### config.mk
export PLATFORM = sky130hd
export DESIGN_NAME = sine_mode_sequencer
export DESIGN_NICKNAME = d
export VERILOG_FILES = /design/src/rtl/sine_mode_sequencer.sv
export SDC_FILE = /design/constraint.sdc
export NUM_CORES = 1
export LEC_CHECK = 0
export ABC_AREA = 1
export CORE_AREA = 2 2 39 41
export DETAILED_ROUTE_END_ITERATION = 8
export DIE_AREA = 0 0 41 43
export HOLD_SLACK_MARGIN = 0.05
export PLACE_DENSITY_LB_ADDON = 0.2
export SYNTH_ARGS = -nofsm -noshare
export SYNTH_HDL_FRONTEND = slang
export SYNTH_SLANG_ARGS = --single-unit
### constraint.sdc
create_clock -name clk -period 1.3 [get_ports clk]
set_input_delay 0.195 -clock clk [delete_from_list [all_inputs] [get_ports clk]]
set_output_delay 0.195 -clock clk [all_outputs]
set_load 0.005 [all_outputs]
### src/rtl/sine_mode_sequencer.sv
// sine_mode_sequencer: picks the avg generator's {dataodd,dataeve} mode from
// a dwell schedule or manual requests, switching only on phase-wrap boundaries.
//
// Parameters:
//   DWELL_WRAPS   phase wraps held per scheduled mode before auto-advance (>=1)
//   WRAP_TIMEOUT  cycles a pending request waits for phase_wrap (>=2)
//
// Ports:
//   clk          in   rising-edge clock
//   reset        in   synchronous active-high reset
//   start        in   pulse, begin scheduled sequencing from IDLE
//   stop         in   return to IDLE, discarding any pending request
//   phase_wrap   in   1-cycle pulse when the generator phase wraps to 0
//   req_valid    in   manual mode request valid
//   req_mode     in   requested mode {dataodd,dataeve}
//   req_ready    out  request accepted on req_valid & req_ready
//   dataeve      out  mode bit 0
//   dataodd      out  mode bit 1
//   busy         out  not IDLE
//   switch_pulse out  1-cycle pulse when new mode bits appear
//   timeout      out  sticky, a request was forced without phase_wrap
//
// Build option:
//   SINE_SEQ_WRAP_ALIGN_EN  defined   -> requests wait for phase_wrap, with
//                                        timeout fallback
//                           undefined -> requests apply one cycle after PEND
//                                        entry, timeout tied 0
module sine_mode_sequencer #(
  parameter int unsigned DWELL_WRAPS  = 4,
  parameter int unsigned WRAP_TIMEOUT = 64
) (
  input  logic       clk,
  input  logic       reset,
  input  logic       start,
  input  logic       stop,
  input  logic       phase_wrap,
  input  logic       req_valid,
  input  logic [1:0] req_mode,
  output logic       req_ready,
  output logic       dataeve,
  output logic       dataodd,
  output logic       busy,
  output logic       switch_pulse,
  output logic       timeout
);

  localparam logic [1:0] S_IDLE = 2'd0;
  localparam logic [1:0] S_RUN  = 2'd1;
  localparam logic [1:0] S_PEND = 2'd2;

  localparam int unsigned DW =
    (DWELL_WRAPS > 1) ? $clog2(DWELL_WRAPS) : 1;
  localparam logic [DW-1:0] DWELL_LAST = DW'(DWELL_WRAPS - 1);

  logic [1:0]    state_q, state_d;
  logic [1:0]    mode_q, mode_d;
  logic [1:0]    lat_q, lat_d;
  logic [DW-1:0] dwell_q, dwell_d;
  logic          rdy_q, rdy_d;
  logic          busy_q, busy_d;
  logic          pulse_q, pulse_d;
  logic          hs;

`ifdef SINE_SEQ_WRAP_ALIGN_EN
  localparam int unsigned TW = $clog2(WRAP_TIMEOUT);
  localparam logic [TW-1:0] TO_LAST = TW'(WRAP_TIMEOUT - 1);

  logic [TW-1:0] tcnt_q, tcnt_d;
  logic          to_q, to_d;
`else
  localparam int unsigned unused_wrap_timeout = WRAP_TIMEOUT;
`endif

  // Schedule 01 -> 10 -> 11 -> 01; 00 resumes at 01.
  function automatic logic [1:0] succ(input logic [1:0] m);
    logic [1:0] r;
    case (m)
      2'b01:   r = 2'b10;
      2'b10:   r = 2'b11;
      default: r = 2'b01;
    endcase
    return r;
  endfunction

  // Ready drops in the same cycle as stop so a request
  // is never acknowledged and then discarded.
  assign req_ready = rdy_q & ~stop;
  assign hs        = req_valid & req_ready;

  always_comb begin
    state_d = state_q;
    mode_d  = mode_q;
    lat_d   = lat_q;
    dwell_d = dwell_q;
    pulse_d = 1'b0;
`ifdef SINE_SEQ_WRAP_ALIGN_EN
    tcnt_d  = tcnt_q;
    to_d    = to_q;
`endif
    if (stop) begin
      state_d = S_IDLE;
      mode_d  = 2'b00;
    end else begin
      case (state_q)
        S_IDLE: begin
          if (start) begin
            state_d = S_RUN;
            mode_d  = 2'b01;
            pulse_d = 1'b1;
            dwell_d = '0;
`ifdef SINE_SEQ_WRAP_ALIGN_EN
            to_d    = 1'b0;
`endif
          end
        end
        S_RUN: begin
          // A handshake beats a coincident dwell expiry
          // and consumes that wrap.
          if (hs) begin
            state_d = S_PEND;
            lat_d   = req_mode;
`ifdef SINE_SEQ_WRAP_ALIGN_EN
            tcnt_d  = '0;
`endif
          end else if (phase_wrap) begin
            if (dwell_q == DWELL_LAST) begin
              mode_d  = succ(mode_q);
              pulse_d = 1'b1;
              dwell_d = '0;
            end else begin
              dwell_d = dwell_q + 1'b1;
            end
          end
        end
        S_PEND: begin
`ifdef SINE_SEQ_WRAP_ALIGN_EN
          if (phase_wrap || tcnt_q == TO_LAST) begin
            state_d = S_RUN;
            mode_d  = lat_q;
            pulse_d = 1'b1;
            dwell_d = '0;
            if (!phase_wrap) to_d = 1'b1;
          end else begin
            tcnt_d = tcnt_q + 1'b1;
          end
`else
          state_d = S_RUN;
          mode_d  = lat_q;
          pulse_d = 1'b1;
          dwell_d = '0;
`endif
        end
        default: begin
          state_d = S_IDLE;
          mode_d  = 2'b00;
        end
      endcase
    end
    rdy_d  = (state_d == S_RUN);
    busy_d = (state_d != S_IDLE);
  end

  always_ff @(posedge clk) begin
    if (reset) begin
      state_q <= S_IDLE;
      mode_q  <= 2'b00;
      lat_q   <= 2'b00;
      dwell_q <= '0;
      rdy_q   <= 1'b0;
      busy_q  <= 1'b0;
      pulse_q <= 1'b0;
`ifdef SINE_SEQ_WRAP_ALIGN_EN
      tcnt_q  <= '0;
      to_q    <= 1'b0;
`endif
    end else begin
      state_q <= state_d;
      mode_q  <= mode_d;
      lat_q   <= lat_d;
      dwell_q <= dwell_d;
      rdy_q   <= rdy_d;
      busy_q  <= busy_d;
      pulse_q <= pulse_d;
`ifdef SINE_SEQ_WRAP_ALIGN_EN
      tcnt_q  <= tcnt_d;
      to_q    <= to_d;
`endif
    end
  end

  assign dataeve      = mode_q[0];
  assign dataodd      = mode_q[1];
  assign busy         = busy_q;
  assign switch_pulse = pulse_q;
`ifdef SINE_SEQ_WRAP_ALIGN_EN
  assign timeout      = to_q;
`else
  assign timeout      = 1'b0;
`endif

endmodule
**After elaboration in Yosys (flattened, before gate mapping)**

Cells that the tools add are included.

- Add/sub/neg operators: 1
- Equality and inequality tests: 10
- Muxes and demuxes: 20
- Bitwise logic cells: 3
- Reduce and logical (&&, ||, !) cells: 7

Operator list:

| cell | number |
|---|---|
| $mux W2 | 11 |
| $pmux W2 S3 | 3 |
| $ne A2 B2 Y1 const B | 4 |
| $eq A2 B1 Y1 const B | 3 |
| $eq A2 B2 Y1 const B | 3 |
| $reduce_and A5 Y1 | 1 |
| $mux W1 | 4 |
| $pmux W2 S2 | 1 |
| $reduce_and A4 Y1 | 1 |
| $pmux W1 S3 | 1 |
| $reduce_and A3 Y1 | 1 |
| $reduce_bool A3 Y1 | 1 |
| $add A2 B1 Y2 const B | 1 |
| $and A1 B1 Y1 | 2 |
| $logic_not A2 Y1 | 1 |
| $reduce_bool A2 Y1 | 1 |
| $reduce_or A2 Y1 | 1 |
| $not A1 Y1 | 1 |

- Bits in registers: 11

**Longest topological paths before layout**

- Word-level depth: 7
- Gate-level depth with buffers: 8

**Worst setup path after synthesis**

No wires, ideal clock.

- Kind: register to register
- Start point: reg mode_q[1]
- End point: reg mode_q[1]
- Library setup time: 64 ps
- Data arrival time: 990 ps
- Slack: 246 ps
- Cell stages (with the launch flop): 8
- Period minus slack after synthesis: 1054 ps
- Cells stage by stage: dfxtp_1 inv_1 ha_1 o21ai_0 inv_1 nand3_1 nand2_1 nor2_1

- Word-level cells in the longest chain between the ends: 6
- Elaborated cells between the ends (all ways): 7
- Classes of those cells: eq/ne: 2; mux: 5

Ends and longest elaborated chain:

| what | line | RTL |
|---|---|---|
| start: declaration | 56 | `logic [1:0] mode_q, mode_d;` |
| start signal: assignment | 178 | `mode_q <= mode_d;` |
| $eq A2 B2 Y1 / $eq A2 B1 Y1 (equally long branches) | 77 | `case (m)` |
| $pmux W2 S2 * | 77 |  |
| $mux W2 * | 126 | `if (dwell_q == DWELL_LAST) begin` |
| $mux W2 * | 125 | `end else if (phase_wrap) begin` |
| $mux W2 * | 119 | `if (hs) begin` |
| $pmux W2 S3 * | 104 | `case (state_q)` |

Mark *: on every way between the ends. The rest lies on a longest branch, timed or not. The select of a mux whose other input is x is not followed.
A chain may end at the register's enable or synchronous reset.

**Final worst setup path**

- Start point: reg state_q[0]
- End point: reg mode_q[0]

- Word-level cells in the longest chain between the ends: 3
- Elaborated cells between the ends (all ways): 9
- Classes of those cells: eq/ne: 6; mux: 1; reduce/logical: 2

Ends and longest elaborated chain:

| what | line | RTL |
|---|---|---|
| start: declaration | 55 | `logic [1:0] state_q, state_d;` |
| start signal: assignment | 177 | `state_q <= state_d;` |
| $eq A2 B1 Y1 / $logic_not A2 Y1 (equally long branches) | 104 |  |
| $ne A2 B2 Y1 (no source line) | -- |  |
| $reduce_and A4 Y1 (no source line) | -- |  |

Several ways; a longest one is shown, not always the timed one.

==> flow_summary.toml <==
[die]
row_count = 14
fp.dieW_um = 41
die_area_um2 = 1760
die_h_um = 43
ioPinCount = 14
initial_utilization = 0.394
core_um2 = 1380

[synth]
syn_avg_cell_area_um2 = 6.65
synth_edf_count = 0
yosysUniqueCellTypes = 15
synth-seq-area-share = 0.404
syn-cell-area_um2 = 546
netlist_instances = 82
synth.largest_area_cell = "dfxtp_1"
ys.flop_type = "dfxtp_1"
synth_nets = 92
yosys_warnings = 0
ys_ff_latch = 11
yosysTopAreaCellShare = 0.404
synthTopCellsByArea = "dfxtp_1, nor2_1, inv_1, nand2_1, nor2_2"
synth_common_cells = "nor2_1, inv_1, nand2_1"
postSynth.asyncResetShare = 0
yosysMostFrequentCell = "nor2_1"

[detailed_routing]
wire_per_inst_um = 8.63
ant_nets = 0
drt-total-wl_um = 1000
drt-initial-drc-count = 7
routed_via_density = 4.28
num_vias = 497
drc = 0
firstDrtPassIters = 2

[worst_setup_path]
slowest_delay_ns = 0.41
critPathTopFamily = "simple AND/OR/NAND/NOR gates"
path_max_fanout = 6
critPathBufInv = 1
end_kind = "flop"
path_class = "reg2reg"
crit_required_ns = 1.47
worstPathArrival_ns = 1.32
crit_path_start_kind = "flop"
crit_path_cell_trace = "nand2_2 -> nor2_2 -> nor2_2 -> nand2_1 -> nand2_1 -> inv_1 -> nor2_1"
cp_slowest_cell = "dfxtp_1"

[clock_network]
clock_latency_ns = 0.27
numCtsBuffers = 3
postCtsSetupRepairBufs = 0
cts_resized = 4
cts_buffer_depth = 2
holdBufCountCts = 0
cts_sinks = 11
cts-root-buf = "clkbuf_4"
h-tree-depth = 1
clk_pin_slew_ns = 0.07
cts_tree = "built"

[run]
maxCapViolCount = 0

[global_routing]
grt_pass1_wl_um = 1620
busiest_layer = "met2"
grt_use_total = 0.138
grt_util_met1 = 0.182
grt_util_met3 = 0.0471
grt_use_met2 = 0.188
antenna_found_initial = 0
grt_pass1_vias = 451
grt_max_degree = 7
gr-total-overflow = 0

[placement]
dpl.cell_count = 112
port_buffers = 12
placed_area_um2 = 701
dp_hpwl_um = 802
gp_congestion = 0.810

[layout]
fill_cells = 133
drive_above_1_share = 0.180
stdcell_count = 116
final_cell_area_um2 = 737
insertedDiodeCount = 0
nets = 111
synthToLayoutAreaGrowth_pct = 35.1
fin_util = 0.533

[pwr]
ir_drop_mv = 0.477
powerDensity_nw_per_um2 = 958
p_leak_nw = 0.425
total_power_w = 0.000706

[sta]
skew_ns = 0.00114
fin_crit_sh = 0.883
tns_ns = 0
setup_viol = 0
fin_crit_ns = 1.15
rsz0062_at_grt = "no"
slew_viol_final = 0
timing.fmax_mhz = 871
hold_viol = 0

[worst_hold_path]
hp-class = "in2reg"

[run_status]
status = "finished clean"
worst min-delay path: cells and delay by family:
kind	cells	cell delay (ns)
buffers and inverters	1	0.24
and+or+nand+nor	3	0.18
per-stage QoR:
step | setup slack (ns) | hold WS [ns]
after global routing | 0.0426 | 0.391
final | 0.152 | 0.384
after detailed placement | -0.155 | 0.513
after global placement | -0.151 | 0.509
after CTS | 0.00342 | 0.381
after floorplan | 0.246 | 0.267
kinds of logic (layout without fill, tap and decap cells):
family	after synthesis	in the layout	share of synthesized area
compound gates	9	9	0.0826
fa+ha+maj	2	2	0.0459
simple gates	41	41	0.330
flops	11	11	0.404
other cells	1	1	0.00687
buf+inv	18	36	0.131
where the power goes:
group / internal (W) / leakage (nW) / switching [W] / total, W
combinational: 0.0000568 / 0.319 / 0.0000540 / 0.000111
clock: 0.000119 / 0.0150 / 0.000116 / 0.000235
sequential: 0.000352 / 0.0907 / 0.00000860 / 0.000360
total: 0.000527 / 0.425 / 0.000179 / 0.000706
cells in the final DEF (no fill, tap or decap), types with 3 or more instances in the layout:
cell type / count
nor2_2: 5
nand2_1: 13
clkbuf_4: 3
clkdlybuf4s50_1: 6
nor2_1: 15
inv_1: 14
dlymetal6s2s_1: 4
o21ai_0: 5
buf_4: 3
inv_2: 3
nand3_1: 5
dfxtp_1: 9
layer usage:
layer | wire length, µm | up-vias | part of all wire
met5 | 0 | - | 0
met4 | 9 | 0 | 0.0090
met3 | 56 | 2 | 0.056
met2 | 425 | 11 | 0.42
met1 | 509 | 202 | 0.51
li1 | - | 282 | -
final timing paths:
| kind | startpoint | endpoint | slack, ns | cells past startpoint |
|---|---|---|---|---|
| setup / recovery | state_q[0] | mode_q[0] | 0.15 | 7 |
| hold reg to reg | lat_q[0] | lat_q[0] | 0.52 | 2 |
| setup reg to reg | state_q[0] | mode_q[0] | 0.15 | 7 |
| hold / removal | stop | mode_q[0] | 0.38 | 4 |
cell type report:
type	count	area (µm²)	area share
Timing Repair Buffer	15	150	0.204
Multi-Input combinational cell	53	254	0.345
Tap cell	16	20.0	0.0272
Inverter	17	63.8	0.0866
Clock buffer	4	26.3	0.0357
Sequential cell	11	223	0.302
flip-flops by register name (all words and copies together) (netlist names):
register and cells:
switch_pulse 1, busy 1, lat_q 2, rdy_q 1, state_q 2, mode_q 2
dwell_q 2
Power figures use the tool's default switching activity.
